==> src/rtl/mem_arb_pkg.sv <==
// rtl/mem_arb_pkg.sv - shared state encoding and grant codes for mem_arbiter
package mem_arb_pkg;

   typedef enum logic [1:0] {
      IDLE = 2'd0,
      BUSY = 2'd1,
      RESP = 2'd2
   } arb_state_t;

   localparam logic [1:0] GNT_I = 2'b01;
   localparam logic [1:0] GNT_D = 2'b10;

endpackage

==> src/rtl/arb_select.sv <==
// rtl/arb_select.sv - tie-break for mem_arbiter; MEM_ARB_ROUND_ROBIN_EN selects round-robin
// (ptr = 1 means D won the previous grant), otherwise D has fixed priority.
module arb_select
   import mem_arb_pkg::*;
(
   input  logic       i_req,
   input  logic       d_req,
   input  logic       ptr,
   output logic [1:0] gnt
);

   always_comb begin
      gnt = 2'b00;
      if (i_req && d_req) begin
`ifdef MEM_ARB_ROUND_ROBIN_EN
         gnt = ptr ? GNT_I : GNT_D;
`else
         gnt = GNT_D;
`endif
      end else if (d_req) begin
         gnt = GNT_D;
      end else if (i_req) begin
         gnt = GNT_I;
      end
   end

`ifndef MEM_ARB_ROUND_ROBIN_EN
   logic unused_ptr;
   assign unused_ptr = ptr;
`endif

endmodule

==> src/rtl/mem_arbiter.sv <==
// rtl/mem_arbiter.sv - I/D line-refill arbiter onto one memory port; tie policy set by
// MEM_ARB_ROUND_ROBIN_EN (round-robin when defined, D fixed priority otherwise).
module mem_arbiter
   import mem_arb_pkg::*;
#(
   parameter int ADDR_WIDTH = 32,
   parameter int LINE_WIDTH = 128
)
(
   input  logic                  clk,
   input  logic                  rst,
   input  logic                  i_req,
   input  logic                  d_req,
   input  logic                  i_we,
   input  logic                  d_we,
   input  logic [ADDR_WIDTH-1:0] i_addr,
   input  logic [ADDR_WIDTH-1:0] d_addr,
   input  logic [LINE_WIDTH-1:0] i_wdata,
   input  logic [LINE_WIDTH-1:0] d_wdata,
   output logic [LINE_WIDTH-1:0] i_rdata,
   output logic [LINE_WIDTH-1:0] d_rdata,
   output logic                  i_ready,
   output logic                  d_ready,
   output logic                  mem_req,
   output logic                  mem_we,
   output logic [ADDR_WIDTH-1:0] mem_addr,
   output logic [LINE_WIDTH-1:0] mem_wdata,
   input  logic [LINE_WIDTH-1:0] mem_rdata,
   input  logic                  mem_ready,
   output logic [1:0]            grant
);

   localparam int OFFSET_BITS = $clog2(LINE_WIDTH / 8);
   localparam int LINE_BITS   = ADDR_WIDTH - OFFSET_BITS;

   arb_state_t state, state_next;

   logic [1:0]            owner;
   logic [1:0]            pick;
   logic                  ptr;
   logic [LINE_BITS-1:0]  lat_line;
   logic                  lat_we;
   logic [LINE_WIDTH-1:0] lat_wdata;
   logic [LINE_WIDTH-1:0] i_rdata_q;
   logic [LINE_WIDTH-1:0] d_rdata_q;

   logic [ADDR_WIDTH-1:0] sel_addr;
   logic                  sel_we;
   logic [LINE_WIDTH-1:0] sel_wdata;
   logic [OFFSET_BITS-1:0] unused_offset;

`ifdef MEM_ARB_ROUND_ROBIN_EN
   logic rr_ptr;

   always_ff @(posedge clk or posedge rst) begin
      if (rst)
         rr_ptr <= 1'b0;
      else if (state == IDLE && (i_req || d_req))
         rr_ptr <= (pick == GNT_D);
   end

   assign ptr = rr_ptr;
`else
   assign ptr = 1'b0;
`endif

   arb_select u_select (
      .i_req (i_req),
      .d_req (d_req),
      .ptr   (ptr),
      .gnt   (pick)
   );

   always_comb begin
      sel_addr  = i_addr;
      sel_we    = i_we;
      sel_wdata = i_wdata;
      if (pick == GNT_D) begin
         sel_addr  = d_addr;
         sel_we    = d_we;
         sel_wdata = d_wdata;
      end
   end

   // Offset bits never reach memory; only the line number is latched.
   assign unused_offset = sel_addr[OFFSET_BITS-1:0];

   always_ff @(posedge clk or posedge rst) begin
      if (rst)
         state <= IDLE;
      else
         state <= state_next;
   end

   always_comb begin
      state_next = state;
      case (state)
         IDLE:    if (i_req || d_req) state_next = BUSY;
         BUSY:    if (mem_ready) state_next = RESP;
         RESP:    state_next = IDLE;
         default: state_next = IDLE;
      endcase
   end

   always_ff @(posedge clk or posedge rst) begin
      if (rst) begin
         owner     <= 2'b00;
         lat_line  <= '0;
         lat_we    <= 1'b0;
         lat_wdata <= '0;
         i_rdata_q <= '0;
         d_rdata_q <= '0;
      end else begin
         case (state)
            IDLE: if (i_req || d_req) begin
               owner     <= pick;
               lat_line  <= sel_addr[ADDR_WIDTH-1:OFFSET_BITS];
               lat_we    <= sel_we;
               lat_wdata <= sel_wdata;
            end
            BUSY: if (mem_ready) begin
               if (owner == GNT_D)
                  d_rdata_q <= mem_rdata;
               else
                  i_rdata_q <= mem_rdata;
            end
            RESP:    owner <= 2'b00;
            default: owner <= 2'b00;
         endcase
      end
   end

   assign grant     = owner;
   assign mem_req   = (state == BUSY);
   assign mem_we    = mem_req && lat_we;
   assign mem_addr  = {lat_line, {OFFSET_BITS{1'b0}}};
   assign mem_wdata = lat_wdata;
   assign i_ready   = (state == RESP) && (owner == GNT_I);
   assign d_ready   = (state == RESP) && (owner == GNT_D);
   assign i_rdata   = i_rdata_q;
   assign d_rdata   = d_rdata_q;

endmodule
==> config.mk <==
export PLATFORM = sky130hd
export DESIGN_NAME = mem_arbiter
export DESIGN_NICKNAME = d
export VERILOG_FILES = /design/src/rtl/mem_arb_pkg.sv /design/src/rtl/arb_select.sv /design/src/rtl/mem_arbiter.sv
export SDC_FILE = /design/constraint.sdc
export NUM_CORES = 1
export LEC_CHECK = 0
export ABC_AREA = 1
export CELL_PAD_IN_SITES_DETAIL_PLACEMENT = 1
export CELL_PAD_IN_SITES_GLOBAL_PLACEMENT = 1
export CORE_AREA = 10 10 331 333
export DETAILED_ROUTE_END_ITERATION = 12
export DIE_AREA = 0 0 341 343
export PLACE_DENSITY = 0.57
export SETUP_SLACK_MARGIN = 0.5
export SLEW_MARGIN = 40
export SYNTH_ARGS = -nofsm -noshare
export SYNTH_HDL_FRONTEND = slang
export SYNTH_SLANG_ARGS = --single-unit
==> constraint.sdc <==
create_clock -name clk -period 39.4 [get_ports clk]
set_input_delay 5.91 -clock clk [delete_from_list [all_inputs] [get_ports clk]]
set_output_delay 5.91 -clock clk [all_outputs]
set_load 0.01 [all_outputs]
==> run_results.csv, run 1 <==
group,metric,value,unit
route,wl_per_cell,21.1,um
route,drc,0,
worst_setup_path,startpoint_type,"input pin",
synth,synth.yosys.warnings,0,
power,p_sw,920,uW
synth,synthMuxAreaShare,0,%
synth,synth-adder-area-share,0,%
sta,slew_violations,0,
global_route,grt-ovfl-total,0,
synth,yosysSeqAreaShare,56.0,%
power,p_int,1.48,mW
route,dr_total_vias,18300,
die,die_y,343,um
synth,syn_inst,2431,
die,initial_utilization,18.1,%
worst_setup_path,endpoint,"d_rdata[20]",
global_route,grt_pass1_wl,139000,um
power,comb_power_share,46.5,%
power,p_seq_share,31.2,%
placed_design,port_buffers,864,
route,drt_iter0_markers,710,
worst_setup_path,rr_startpoint,"state[1]",
clock_tree,post_cts_buffers,0,
route,routed_wl,98300,um
sta,worst_slew_pin_slew,844,ps
clock_tree,root_buffer,"clkbuf_16",
clock_tree,ctsHtreeMaxLevel,2,
run,maxCapViolCount,0,
sta,fmax,116,MHz
clock_tree,postCtsResizedCells,0,
power,powerDensity,78.4,nW/um^2
synth,synth.distinct_cells,18,
placed_design,dp_hpwl,73700,um
clock_tree,clock-sinks,417,
power,leakage,14.9,nW
die,boundaryPins,877,
route,drtAntennaViolNets,0,
synth,synth_area_leaders,"dfrtp_1, nand2_1, o21bai_1, inv_1, buf_2",
worst_setup_path,rrSetupSlack,36130,ps
sta,setup_viol,0,
synth,synth_top_family_by_area,"simple AND/OR/NAND/NOR gates",
power,p_sw_share,38.4,%
worst_setup_path,path_buf_inv,3,
power,irDropWorstVdd,0.0353,mV
sta,hold_viol_final,0,
clock_tree,cts_buffer_depth,3,
placed_design,placed_cell_area,28700,um^2
worst_setup_path,crit_start,"mem_ready",
global_route,grt_pass1_vias,19700,
sta,clock_skew,38.9,ps
worst_setup_path,r2r_end,"d_rdata[20]",
sta,rsz0062_at_grt,"no",
synth,synth-simple-area-share,32.4,%
die,dieArea,117000,um^2
layout,syn2layout_area_growth,64.2,%
placed_design,gp_congestion,0.817,
worst_setup_path,crit_cells,7,
power,clockPowerShare,22.2,%
synth,synth_top_cell_area_share,56.0,%
min_path,min_path_type,"flop to flop",
synth,syn_area,18600,um^2
route,via_per_inst,3.91,
worst_setup_path,path_delay_family,"buffers and inverters",
die,die_w,341,um
worst_setup_path,worst-setup-path-type,"input pin to flop",
layout,fin_area,30600,um^2
route,first_pass_iters,4,
synth,synth_compound_area_share,5.19,%
clock_tree,numCtsBuffers,55,
sta,max_slew_margin,43.8,%
worst_setup_path,slowest_delay,650,ps
clock_tree,cts_hold_buf,0,
global_route,grt_max_degree,112,
clock_tree,clkSlewWorstSetupHoldPaths,60,ps
die,rows,118,
layout,fin_nets,3688,
synth,avgSynthCellArea,7.66,um^2
sta,tns,0,ps
worst_setup_path,r2r_cells,7,
worst_setup_path,worstPathCellList,"clkdlybuf4s50_1 -> nand3_4 -> nor2_4 -> buf_4 -> buf_4 -> nand2_1 -> nand2_1",
sta,fin_crit,8660,ps
clock_tree,cts_tree,"built",
worst_setup_path,crit_path_end_kind,"flop",
synth,synth_top_cell_by_area,"dfrtp_1",
synth,synthXorXnorAreaFrac,0,%
worst_setup_path,worst-path-max-fanout,54,
global_route,antenna_found_initial,19,
sta,min_period_over_period,22.0,%
die,fp.coreArea,103000,um^2
status,status,"finished clean",
global_route,grt_use_total,16.1,%
layout,drive_gt1_share,3.61,%
worst_setup_path,cp_slowest_cell,"nor2_4",
clock_tree,insertion_delay,650,ps
synth,ys_ff_latch,417,
worst_setup_path,cp_data_required_time,39970,ps
worst_setup_path,cp.arrival,9220,ps
how the worst min path moves through the flow:
stage / startpoint / to / depth (start not counted)
3_5_place_dp: mem_wdata[110] / mem_wdata[110] / 2
3_3_place_gp: lat_line[18] / lat_line[18] / 2
5_1_grt: i_rdata[79] / i_rdata[79] / 2
2_1_floorplan: lat_we / lat_we / 2
4_1_cts: mem_wdata[22] / mem_wdata[22] / 2
6_report: mem_wdata[22] / mem_wdata[22] / 2
registers in the layout (all words and copies together), names as in the netlist:
register,cells
lat_we,1
state,2
d_rdata,128
lat_line,28
i_rdata,128
grant,2
mem_wdata,128
power by group through the flow:
stage | clock [mW] | combinational, mW | sequential, mW
final | 0.533 | 1.12 | 0.750
after floorplan | 0 | 0.355 | 0.840
after detailed placement | 0 | 1.14 | 0.754
after global placement | 0 | 1.13 | 0.747
after global routing | 0.571 | 1.23 | 0.777
after CTS | 0.554 | 1.15 | 0.752
cells in the mapped netlist (all sizes together):
master,number
nand2,1589
dfrtp,417
inv,139
o21bai,128
buf,110
clkbuf,33
nor2,6
nand3,5
conb,1
nor3,1
nor4,1
o21ai,1
logic make-up after synthesis:
family | Yosys count
AO/OA/AOI/OAI | 129
other | 1
AND/OR/NAND/NOR | 1602
buffers and inverters | 282
flip-flops | 417
metal layers:
layer	vias to the layer above	wire length [um]	global-route usage (%)
met1	8741	36600	17.0
li1	8854	-	-
met5	-	48	0
met4	8	2890	6.43
met2	530	48500	27.4
met3	133	10300	7.87
per-stage QoR:
step	setup WS, ps	total power, mW	cells	util, %	hold slack [ps]
floorplan	21880	1.20	2434	-	449
global placement	29710	1.88	4554	27.8	460
detailed placement	29920	1.90	4556	27.8	464
CTS	30650	2.46	4650	29.7	478
global route	30480	2.58	4665	29.7	496
finish	30740	2.40	4666	29.7	472
placed cells by master, fill, tap and decap left out, types with 2 or more instances in the layout:
cell type / netlist / layout
diode_2: 0 / 16
conb_1: 1 / 4
nor2_4: 0 / 2
nand3_4: 0 / 2
buf_12: 0 / 3
clkinv_2: 0 / 2
buf_6: 0 / 5
clkdlybuf4s50_1: 0 / 863
bufinv_16: 0 / 5
dfrtp_1: 417 / 417
inv_16: 0 / 2
inv_6: 0 / 2
clkbuf_16: 0 / 55
nand2_1: 1588 / 1587
clkbuf_8: 0 / 17
buf_4: 5 / 13
o21bai_1: 128 / 128
inv_1: 136 / 135
nand3_1: 4 / 3
nor2_1: 5 / 3
clkbuf_1: 33 / 9
final cells by class:
class | count | area [um^2]
Clock buffer | 81 | 1640
Multi-Input combinational cell | 1735 | 7070
Inverter | 139 | 542
Tap cell | 1380 | 1730
Antenna cell | 16 | 40.0
Sequential cell | 417 | 10400
Fill cell | 12200 | 72300
Clock inverter | 13 | 255
Timing Repair Buffer | 885 | 8880
worst reg2reg max path, cell delays in order (launching register included):
cell	delay, ps
dfrtp_1	410
inv_2	120
nand3_4	230
nor2_4	650
buf_4	660
buf_4	700
nand2_1	320
nand2_1	130
No activity file was read; power rests on OpenSTA's default activity.
==> run 2: changes to the inputs <==
CORE_AREA = 10 10 333 335   (was 10 10 331 333)
DIE_AREA = 0 0 343 345   (was 0 0 341 343)
clock period = 8.9 ns   (was 39.4 ns; I/O delays follow)
==> run 2 against run 1 <==
- sequential share of layout area is essentially flat
- sequential cell count is the same
- cell area shrank 0.14%
- routed wire length shrank 0.91%
- critical path type unchanged
- sequential power grew to 4.4 times the previous value
==> run_results.csv, run 2 (synthesis gave the netlist of run 1 again) <==
group,metric,value,unit
status,status,"finished clean",
die,fp.coreArea,104000,um^2
power,leakage,14.9,nW
sta,clock_skew,26.9,ps
global_route,grt-ovfl-total,0,
placed_design,dp_hpwl,73100,um
placed_design,dp_slack,4280,ps
global_route,grt.busiest_layer,"met2",
worst_setup_path,startpoint_type,"input pin",
global_route,grt_pass1_vias,19700,
global_route,use_met2,28.9,%
sta,fmax,258,MHz
clock_tree,cts_tree,"built",
worst_setup_path,slowest_delay,670,ps
global_route,grt_use_total,15.9,%
power,powerDensity,345,nW/um^2
die,initial_utilization,17.8,%
clock_tree,clkSlewWorstSetupHoldPaths,50,ps
layout,fin_nets,3687,
worst_setup_path,worst-path-max-fanout,62,
die,boundaryPins,877,
clock_tree,numCtsBuffers,53,
sta,min_period_over_period,43.6,%
layout,multi_input_area,7070,um^2
placed_design,numPlacedInstances,4566,
route,drt_iter0_markers,821,
layout,fillers,12400,
sta,rsz0062_at_grt,"no",
die,dieArea,118000,um^2
layout,syn2layout_area_growth,64.0,%
global_route,grt_pass1_wl,140000,um
route,drc,0,
worst_setup_path,path_delay_family,"buffers and inverters",
clock_tree,root_buffer,"clkbuf_16",
clock_tree,cts_buffer_depth,3,
die,rows,119,
worst_setup_path,cp_data_required_time,9450,ps
global_route,use_met3,5.85,%
sta,hold_viol_final,0,
route,dr_total_vias,18300,
die,die_y,345,um
layout,final_common_cell,"nand2_1",
power,irDropWorstVdd,0.155,mV
global_route,met1_usage,17.2,%
sta,fin_crit,3880,ps
layout,final_util,29.3,%
sta,setup_viol,0,
clock_tree,insertion_delay,650,ps
sta,tns,0,ps
placed_design,port_buffers,864,
route,drtAntennaViolNets,0,
global_route,antenna_found_initial,8,
min_path,min_path_type,"flop to flop",
worst_setup_path,worstPathCellList,"buf_4 -> inv_4 -> nand2_1 -> nand2_8 -> buf_4 -> buf_4 -> nand2_1 -> nand2_1",
worst_setup_path,cp.arrival,4430,ps
layout,finalNonFillerCells,4669,
global_route,grt_max_degree,128,
sta,slew_violations,0,
worst_setup_path,cp_slowest_cell,"buf_4",
worst_setup_path,worst-setup-path-type,"input pin to flop",
clock_tree,post_cts_buffers,0,
placed_design,gp_congestion,0.829,
run,maxCapViolCount,0,
route,via_per_inst,3.92,
layout,register_area,10400,um^2
sta,setup_ws,5020,ps
route,wl_per_cell,20.9,um
die,die_w,343,um
route,first_pass_iters,4,
sta,max_slew_margin,42.6,%
sta,worst_slew_pin_slew,861,ps
worst_setup_path,path_buf_inv,4,
worst_setup_path,crit_path_end_kind,"flop",
layout,drive_gt1_share,3.45,%
clock_tree,ctsHtreeMaxLevel,2,
clock_tree,clock-sinks,417,
route,routed_wl,97400,um
clock_tree,postCtsResizedCells,0,
layout,final_cell_mix,"nand2_1, clkdlybuf4s50_1, dfrtp_1",
clock_tree,cts_hold_buf,0,
## run 2: cell count changes in the layout (fill, tap and decap cells not counted), sizes merged
cell	before	now
buf	22	23
bufinv	5	6
clkbuf	81	83
clkinv	4	6
diode	16	5
inv	142	139
## run 2: power by group
group          internal, mW  switching [mW]
logic                  2.30            2.62
registers              2.81           0.511
clock network          1.38           0.909
total                  6.50            4.04
## run 2: cell type report
type / count / share of cell area, %
Clock inverter: 13 / 0.872
Tap cell: 1391 / 5.70
Timing Repair Buffer: 886 / 29.2
Clock buffer: 83 / 5.14
Inverter: 139 / 1.75
Antenna cell: 5 / 0.0410
Sequential cell: 417 / 34.2
Multi-Input combinational cell: 1735 / 23.1
## run 2: final timing paths
path,end,start,slack (ps),cells after the start
max,mem_wdata[58],d_req,5020,8
min,mem_wdata[45],mem_wdata[45],470,2
max reg2reg,mem_wdata[101],state[0],6170,6
min reg2reg,mem_wdata[45],mem_wdata[45],470,2
max in group asynchronous,d_rdata[127],rst,5980,6
min in group asynchronous,d_rdata[45],rst,1080,2
## run 2: routing by layer
metal	up-vias	wire (um)	part of all wire (%)
li1	8837	-	-
met1	8877	37200	38
met2	476	50100	51
met3	106	8090	8.3
met4	8	1980	2.0
met5	-	52	0.053
## run 2: worst min-delay path, stage by stage, from the launching register on
cell and delay [ps]:
dfrtp_1 340, nand2_1 50, nand2_1 50
## run 2: stage by stage
step                hold WS [ps]  total power [mW]  cell area, um^2
global placement             461              8.33            28600
detailed placement           464              8.39            28700
finish                       475              10.5            30600
floorplan                    449              5.29            18600
CTS                          479              10.8            30500
global route                 498              11.3            30500
==> run 3: changes to the inputs <==
CORE_AREA = 10 10 331 333   (was 10 10 333 335)
DIE_AREA = 0 0 341 343   (was 0 0 343 345)
PLACE_DENSITY = 0.59   (was 0.57)
clock period = 3.37 ns   (was 8.9 ns; I/O delays follow)
==> run 3 against run 2 <==
- critical path type is now flop to output port
- routed wire length decreased by 1.0%
- clock power increased by 150%
- critical endpoint is now i_ready
- largest power group unchanged
- sequential power increased to 2.6 times the previous value
- first-iteration DRC count increased by 1.6%
- clock skew decreased by 12 ps
- critical path depth decreased by 5
==> run_results.csv, run 3 (synthesis gave the netlist of run 1 again) <==
group,metric,value,unit
status,status,"finished clean",
sta,timing.hold.ws,286,ps
clock_tree,cts_tree,"built",
sta,max_slew_margin,44.5,%
route,first_pass_iters,4,
worst_setup_path,startpoint_type,"flop",
die,fp.coreArea,103000,um^2
die,boundaryPins,877,
worst_setup_path,r2r_end,"i_rdata[63]",
global_route,antenna_found_initial,19,
layout,final_common_cell,"nand2_1",
route,drc,0,
placed_design,port_buffers,864,
worst_setup_path,cp_slowest_cell,"clkdlybuf4s50_1",
layout,fillers,12300,
clock_tree,cts_buffer_depth,3,
power,clockPowerShare,20.8,%
worst_setup_path,crit_start,"state[1]",
worst_setup_path,slowest_delay,660,ps
global_route,grt_pass1_wl,138000,um
placed_design,dp_hpwl,73400,um
clock_tree,ctsHtreeMaxLevel,2,
route,wl_per_cell,20.6,um
die,rows,118,
clock_tree,numCtsBuffers,52,
route,routed_wl,96400,um
die,die_w,341,um
sta,fmax,377,MHz
layout,fin_nets,3706,
sta,clock_skew,14.7,ps
min_path,worstHoldStart,"d_req",
worst_setup_path,crit_path_end_kind,"output port",
placed_design,dp_slack,727,ps
power,leakage,15.0,nW
worst_setup_path,rr_startpoint,"grant[0]",
power,p_sw_share,38.4,%
global_route,grt_use_total,15.8,%
worst_setup_path,worst-path-max-fanout,5,
sta,min_period_over_period,78.8,%
sta,fin_crit,2650,ps
route,drt_iter0_markers,834,
die,dieArea,117000,um^2
power,p_int,17.0,mW
worst_setup_path,endpoint,"i_ready",
worst_setup_path,worstPathCellList,"inv_2 -> nor4_2 -> clkdlybuf4s50_1",
power,finalPower,27.5,mW
sta,rsz0062_at_grt,"no",
global_route,grt_pass1_vias,19900,
global_route,grt-ovfl-total,0,
power,p_sw,10.6,mW
sta,worst_slew_pin_slew,833,ps
worst_setup_path,r2r_cells,7,
clock_tree,cts_hold_buf,0,
worst_setup_path,worst-setup-path-type,"flop to output port",
global_route,grt_max_degree,159,
power,powerDensity,896,nW/um^2
die,initial_utilization,18.1,%
layout,final_util,29.9,%
sta,slew_violations,0,
sta,setup_viol,0,
power,irDropWorstVdd,0.453,mV
clock_tree,root_buffer,"clkbuf_16",
clock_tree,clkSlewWorstSetupHoldPaths,60,ps
placed_design,gp_congestion,0.801,
sta,setup_ws,716,ps
layout,final_cell_mix,"nand2_1, clkdlybuf4s50_1, dfrtp_1",
die,die_y,343,um
route,drtAntennaViolNets,0,
power,p_seq_share,31.7,%
route,dr_total_vias,18400,
power,comb_power_share,47.5,%
worst_setup_path,rrSetupSlack,1060,ps
sta,hold_viol_final,0,
min_path,min_path_type,"input pin to flop",
worst_setup_path,cp_data_required_time,2860,ps
layout,drive_gt1_share,4.10,%
clock_tree,clock-sinks,417,
run,maxCapViolCount,0,
layout,syn2layout_area_growth,65.0,%
route,via_per_inst,3.92,
clock_tree,insertion_delay,630,ps
worst_setup_path,cp.arrival,2150,ps
run 3: worst min-delay path by stage:
stage	slack, ps	endpoint	depth (start not counted)
floorplan	450	lat_we	2
global placement	460	lat_line[9]	2
detailed placement	460	i_rdata[101]	2
CTS	230	grant[0]	4
global route	260	grant[0]	4
finish	290	grant[0]	4
run 3: final cells by class:
type                       instances  area, um^2  share of cell area [%]
tap                             1380        1730                    5.62
clock inverter                    14         178                   0.578
inverter                         139         536                    1.74
multi-input combinational       1735        7080                    23.0
sequential                       417       10400                    33.9
antenna                           13        32.5                   0.106
timing repair buffer             906        9220                    30.0
clock buffer                      81        1530                    4.98
run 3: power by group through the flow:
stage	combinational, mW	sequential (mW)	clock [mW]
global route	14.4	9.05	6.16
detailed placement	13.4	8.77	0
finish	13.1	8.73	5.71
CTS	13.5	8.76	5.95
floorplan	4.16	9.82	0
global placement	13.3	8.72	0
run 3: metal layers:
| layer | vias up | routed length [um] | track usage [%] |
|---|---|---|---|
| li1 | 8894 | - | - |
| met1 | 8796 | 36600 | 17.3 |
| met2 | 529 | 48100 | 27.1 |
| met3 | 125 | 8710 | 6.63 |
| met4 | 10 | 2880 | 6.06 |
| met5 | - | 53 | 0 |
run 3: what timing repair did:
item,CTS,global route
gates resized for setup,1,2
endpoints found under the setup margin,1,2
setup buffers,0,0
run 3: stage by stage:
step	TNS (ps)	cell area, um^2	instances
after floorplan	-1150520	18600	2434
after global placement	0	29000	4576
after detailed placement	0	29000	4576
after CTS	0	30700	4671
after global routing	0	30700	4685
final	0	30700	4685
run 3: critical path, delay by kind of cell (launching register included):
family                 cells  cell delay, ps
buffers and inverters      2             760
DFF                        1             420
and+or+nand+nor            1             350
